==> src/rtl/tdm_demux.sv <==
// tdm_demux: slot-multiplexed link receiver.
// Assembles a frame in a shadow buffer, then publishes all lanes at once.
module tdm_demux #(
  parameter int CHANNELS = 4,
  parameter int WIDTH    = 1,
  parameter int IDX_W    = 2
) (
  input  logic                      clk,
  input  logic                      rst_n,
  input  logic                      in_valid,
  input  logic [WIDTH-1:0]          in_data,
  input  logic                      frame_start,
  output logic [CHANNELS*WIDTH-1:0] out_data,
  output logic                      out_valid,
  output logic [IDX_W-1:0]          slot_idx,
  output logic                      synced,
  output logic                      frame_err
);

  localparam logic [IDX_W-1:0] LAST = IDX_W'(CHANNELS - 1);
  localparam logic [IDX_W-1:0] ONE  = IDX_W'(1);

  typedef enum logic {HUNT, RECV} state_t;

  state_t                    state, state_nx;
  logic [IDX_W-1:0]          idx_nx;
  logic [IDX_W-1:0]          wr_idx;
  logic                      wr_en;
  logic                      pend, pend_nx;
  logic                      err_nx;
  logic [CHANNELS*WIDTH-1:0] shadow;

  // State, slot counter and pulse flags
  always_ff @(posedge clk or negedge rst_n) begin
    if (!rst_n) begin
      state     <= HUNT;
      slot_idx  <= '0;
      pend      <= 1'b0;
      frame_err <= 1'b0;
    end else begin
      state     <= state_nx;
      slot_idx  <= idx_nx;
      pend      <= pend_nx;
      frame_err <= err_nx;
    end
  end

  // Next state, slot write target, publish and error decisions
  always_comb begin
    state_nx = state;
    idx_nx   = slot_idx;
    pend_nx  = 1'b0;
    err_nx   = 1'b0;
    wr_en    = 1'b0;
    wr_idx   = slot_idx;
    if (in_valid) begin
      unique case (state)
        HUNT: begin
          if (frame_start) begin
            wr_en    = 1'b1;
            wr_idx   = '0;
            idx_nx   = ONE;
            state_nx = RECV;
          end
        end
        RECV: begin
          wr_en = 1'b1;
          if (frame_start) begin
            wr_idx = '0;
            idx_nx = ONE;
            err_nx = (slot_idx != '0);
          end else if (slot_idx == LAST) begin
            idx_nx  = '0;
            pend_nx = 1'b1;
          end else begin
            idx_nx = slot_idx + ONE;
          end
        end
        default: ;
      endcase
    end
  end

  // Shadow buffer fills slot by slot
  always_ff @(posedge clk or negedge rst_n) begin
    if (!rst_n)
      shadow <= '0;
    else if (wr_en)
      shadow[int'(wr_idx)*WIDTH +: WIDTH] <= in_data;
  end

  // Publish the completed frame one cycle after its last beat
  always_ff @(posedge clk or negedge rst_n) begin
    if (!rst_n) begin
      out_data  <= '0;
      out_valid <= 1'b0;
    end else begin
      out_valid <= pend;
      if (pend)
        out_data <= shadow;
    end
  end

  assign synced = (state == RECV);

endmodule

==> config.mk <==
export PLATFORM = sky130hd
export DESIGN_NAME = tdm_demux
export DESIGN_NICKNAME = d
export VERILOG_FILES = /design/src/rtl/tdm_demux.sv
export SDC_FILE = /design/constraint.sdc
export NUM_CORES = 1
export LEC_CHECK = 0
export CORE_UTILIZATION = 47
export CTS_CLUSTER_SIZE = 12
export DETAILED_ROUTE_END_ITERATION = 7
export PLACE_DENSITY = 0.8
export SKIP_LAST_GASP = 1
export SLEW_MARGIN = 30
export SYNTH_ARGS = -nofsm -noshare
export SYNTH_HDL_FRONTEND = slang
export SYNTH_SLANG_ARGS = --single-unit
==> constraint.sdc <==
create_clock -name clk -period 2.3 [get_ports clk]
set_clock_uncertainty 0.1 [all_clocks]
set_input_delay 0.46 -clock clk [delete_from_list [all_inputs] [get_ports clk]]
set_output_delay 0.46 -clock clk [all_outputs]
set_load 0.03 [all_outputs]
== Word-level counts from Yosys, hierarchy flattened ==
Cells that the tools add are included.
Word-level totals
  latch bits: 0
  memory bits (writable): 0
  bits in read-only memories: 0
  bits of input ports: 5
  flip-flop bits (word level): 14
  memories kept: 0
Cells by class
  reduce and logical (&&, ||, !) cells: 2
  $lt $le $gt $ge: 0
  multipliers: 0
  mux-type cells: 18
  divide/modulo/power cells: 0
  bitwise gates (word level): 1
  equal/unequal tests: 2
  $add $sub $neg: 2
  shifts and indexed selects: 2
Operators by type and width (count)
  $neg A2 Y33: 1
  $shift A1 B33 Y4 const A: 1
  $shiftx A1 B33 Y4: 1
  $mux W1: 10
  $mux W2: 5
  $bwmux W4: 1
  $pmux W2 S2: 1
  $add A2 B1 Y2 const B: 1
  $eq A2 B2 Y1 const B: 1
  $ne A2 B2 Y1 const B: 1
  $pmux W1 S2: 1
  $reduce_and A2 Y1: 1
  $reduce_bool A2 Y1: 1
  $not A1 Y1: 1

== Depth between registers and ports, before layout ==
  depth in word-level cells: 5
  gate-level depth with buffers: 7
  mapped depth without buffers: 7

== Worst setup path before layout ==
No wires, ideal clock.
  path kind: register -> register
  from: reg slot_idx[0]
  to: reg shadow[2]
  period minus slack after synthesis: 1.910 ns
  stages on the path, launching flop included: 6
  setup slack: 0.390 ns
  data required time: 2.134 ns
  data arrival time: 1.745 ns
  path buffers: 0
  library setup time: 0.066 ns
  path through: dfrtp_1 > nand2_1 > ha_1 > or3b_1 > nor2_1 > a32o_2
Between the ends
  cells in the longest elaborated chain, start to end: 5
  elaborated cells between the ends (all ways): 6
  classes of those cells: add/sub: 1; shift: 2; mux: 3
Ends and longest elaborated chain
  start: declaration: RTL line 15  | output logic [IDX_W-1:0] slot_idx,
  start signal: assignment: RTL line 42  | slot_idx <= idx_nx;
  $mux W2: RTL line 59, 68
  $mux W2 (*): RTL line 56  | if (in_valid) begin
  $neg A2 Y33 (*): RTL line 89  | shadow[int'(wr_idx)*WIDTH +: WIDTH] <= in_data;
  $shiftx A1 B33 Y4 or $shift A1 B33 Y4 (tied branches): RTL line 89
  $bwmux W4 (*): RTL line 89
  end signal: indexed assignment: RTL line 89
  end: declaration: RTL line 31  | logic [CHANNELS*WIDTH-1:0] shadow;
Every way passes the cells marked *; elsewhere a longest branch is shown, timed or not.
A chain may end at the register's enable or synchronous reset.

== Worst setup path after layout ==
  from: reg slot_idx[0]
  to: out slot_idx[0]
No word-level cell between the ends.

==> impl_metrics.json <==
{
  "run_status": "complete, no violations",
  "path_max_fanout": 8,
  "design.final.nets": 89,
  "antenna_cells_inserted": 0,
  "syn_area_um2": 665.6,
  "hold_violations": 0,
  "final.period_utilization_pct": 88.84,
  "critPathBufInv": 1,
  "cts.sinks": 14,
  "io_buffer_count": 13,
  "report.final.setup_viol": 0,
  "timing.final.max_slew_violations": 0,
  "globalplace.congestion": 0.7380,
  "end_kind": "output pin",
  "hold_path_class": "flop to flop",
  "routed_wl_um": 1192,
  "dr_total_vias": 494,
  "crit_path_cell_trace": "clkdlybuf4s50_1",
  "post-place-cells": 89,
  "p_per_area_mw_per_mm2": 772.8,
  "hold_buffers": 0,
  "detailedRoute.firstIterationViolations": 9,
  "arrival_ps": 1480,
  "postSynthNetCount": 65,
  "cp_data_required_time_ps": 1740,
  "timing.critical_path.slowest_stage_cell": "clkdlybuf4s50_1",
  "die_width_um": 39.64,
  "antenna_violations_before_repair": 0,
  "clk_pin_slew_worst_paths_ps": 80,
  "layout_commonest_cell": "dfrtp_1",
  "count_of_fill_cells_added_during_filler_insertion": 109,
  "via_per_inst": 5.312,
  "tritoncts.num_buffers": 3,
  "place_hpwl_um": 941.8,
  "max_cap_violations": 0,
  "fp.dieArea_mm2": 0.001571,
  "fp-row-count": 13,
  "initial_utilization_pct": 51.15,
  "route.detailed.wl_per_inst_um": 12.82,
  "grt_pass1_wl_um": 1876,
  "post_cts.resized_instances": 0,
  "cts_root_buf": "clkbuf_4",
  "startpoint_kind_of_the_worst_setup_timing_path": "flop",
  "critical_path_type": "flop to output pin",
  "worst-slew-pin-transition_ps": 611.5,
  "post_layout_minimum_cycle_time_ps": 2043,
  "worst_skew_pair.late_latency_ps": 280,
  "top_library_cells_by_usage_in_the_layout_fill_and_taps_aside": "dfrtp_1, clkdlybuf4s50_1, buf_4",
  "fmax_mhz": 489.4,
  "place_worst_setup_slack_ps": -23.99,
  "post-route-worst-setup-slack_ps": 256.6,
  "tritoncts": "done",
  "number_of_distinct_library_cells_after_synthesis": 24,
  "antenna_violating_nets_post_route": 0,
  "vdd_drop_max_mv": 0.3686,
  "core_area_mm2": 0.001301,
  "grt_max_degree": 15,
  "synth.yosys.warnings": 0,
  "gr-total-overflow": 0,
  "flops_latches_synth": 14,
  "slowest_stage_delay_on_critical_path_ps": 720,
  "post_detailed_route_drc_marker_count": 0,
  "grt_setup_unrepaired": "no",
  "clock_tree.buffer_depth": 2,
  "detailedRoute.firstPassIterationCount": 4,
  "fp.dieH_um": 39.64,
  "post-cts-setup-buffers": 0,
  "postSynthAreaPerCell_um2": 12.10,
  "timing.slew.headroom_pct": 59.10,
  "timing.critical_path.max_delay_family": "buffers and inverters",
  "postSynthCellCount": 55,
  "yosysSeqAreaShare_pct": 52.63,
  "reg2reg_setup_slack_ps": 460,
  "cts_h_tree_depth": 1,
  "power_leakage_nw": 0.4354,
  "first_global_vias": 437,
  "final_layout_size_suffix_gt1_share_pct": 21.79,
  "synthToLayoutAreaGrowth_pct": 34.59,
  "boundaryPins": 14,
  "fin_cells": 93,
  "track_usage_pct": 19.02
}
[sequential cells by signal, summed over array words and instances (netlist names)]
| signal | cells |
|---|---|
| pend | 1 |
| out_valid | 1 |
| synced | 1 |
| shadow | 4 |
| slot_idx | 2 |
| frame_err | 1 |
| out_data | 4 |
[synthesized netlist by cell type]
cell,instances,area [µm²]
o21ai_1,1,5.000
and2_1,1,6.260
dfrtp_1,14,350.3
nand2_1,5,18.77
nand3_1,1,5.000
a31o_1,1,8.760
a21oi_1,1,5.000
nor3b_1,2,15.01
nand4bb_1,1,11.26
nand4_1,1,6.260
and3b_1,1,8.760
a21boi_2,1,11.26
ha_1,5,62.56
a22o_1,1,8.760
o21ai_0,2,10.01
o41ai_2,1,16.27
nand2b_1,1,6.260
or3b_1,1,8.760
inv_1,5,18.77
o211ai_1,1,7.510
mux2_2,4,45.04
nor2_1,2,7.510
a32o_2,1,11.26
mux2_1,1,11.26
[area by class of cell]
class / count / area [µm²] / area share, %
sequential: 14 / 350.3 / 39.11
clock buffer: 4 / 36.28 / 4.050
timing repair buffer: 19 / 175.2 / 19.55
multi-input combinational: 36 / 296.5 / 33.10
inverter: 5 / 18.77 / 2.095
tap: 15 / 18.77 / 2.095
[path summary, 6_finish.rpt]
| path | start | end | cells after the start |
|---|---|---|---|
| min in group asynchronous | rst_n | shadow[0] | 1 |
| max | slot_idx[0] | slot_idx[0] | 1 |
| min | shadow[3] | shadow[3] | 1 |
| min reg2reg | shadow[3] | shadow[3] | 1 |
| max in group asynchronous | rst_n | out_valid | 1 |
| max reg2reg | slot_idx[1] | shadow[2] | 6 |
[through the flow]
stage	utilization, %	area, µm²	hold WS, ps	total power, mW	setup TNS, ps
final	68.85	895.9	396.0	0.6923	0
after global placement	66.06	859.6	373.9	0.5186	0
after floorplan	-	665.6	64.41	0.4276	0
after CTS	68.85	895.9	400.8	0.7048	0
after global routing	68.85	895.9	414.3	0.7328	0
after detailed placement	66.06	859.6	381.0	0.5282	-34.77
[power breakdown]
part / switching [mW] / total (mW) / internal, mW
clock: 0.0763 / 0.173 / 0.0963
combinational: 0.108 / 0.213 / 0.105
sequential: 0.0253 / 0.306 / 0.281
total: 0.209 / 0.692 / 0.483
[per-layer routing]
layer | wire, µm | up-vias | GRT usage (%)
met3 | 36 | 2 | 1.705
met2 | 600 | 15 | 30.33
met1 | 540 | 234 | 22.86
li1 | - | 243 | -
met4 | 16 | 0 | 15.52
met5 | 0 | - | 0
[cell families (layout without fill, tap and decap cells)]
group,after synthesis,count (layout),synth area share (%)
buf+inv,5,28,2.820
compound gates,10,10,12.59
fa+ha+maj,5,5,9.398
mux,5,5,8.458
flops,14,14,52.63
simple gates,16,16,14.10
Note: power is estimated with default switching activity, not from simulation.
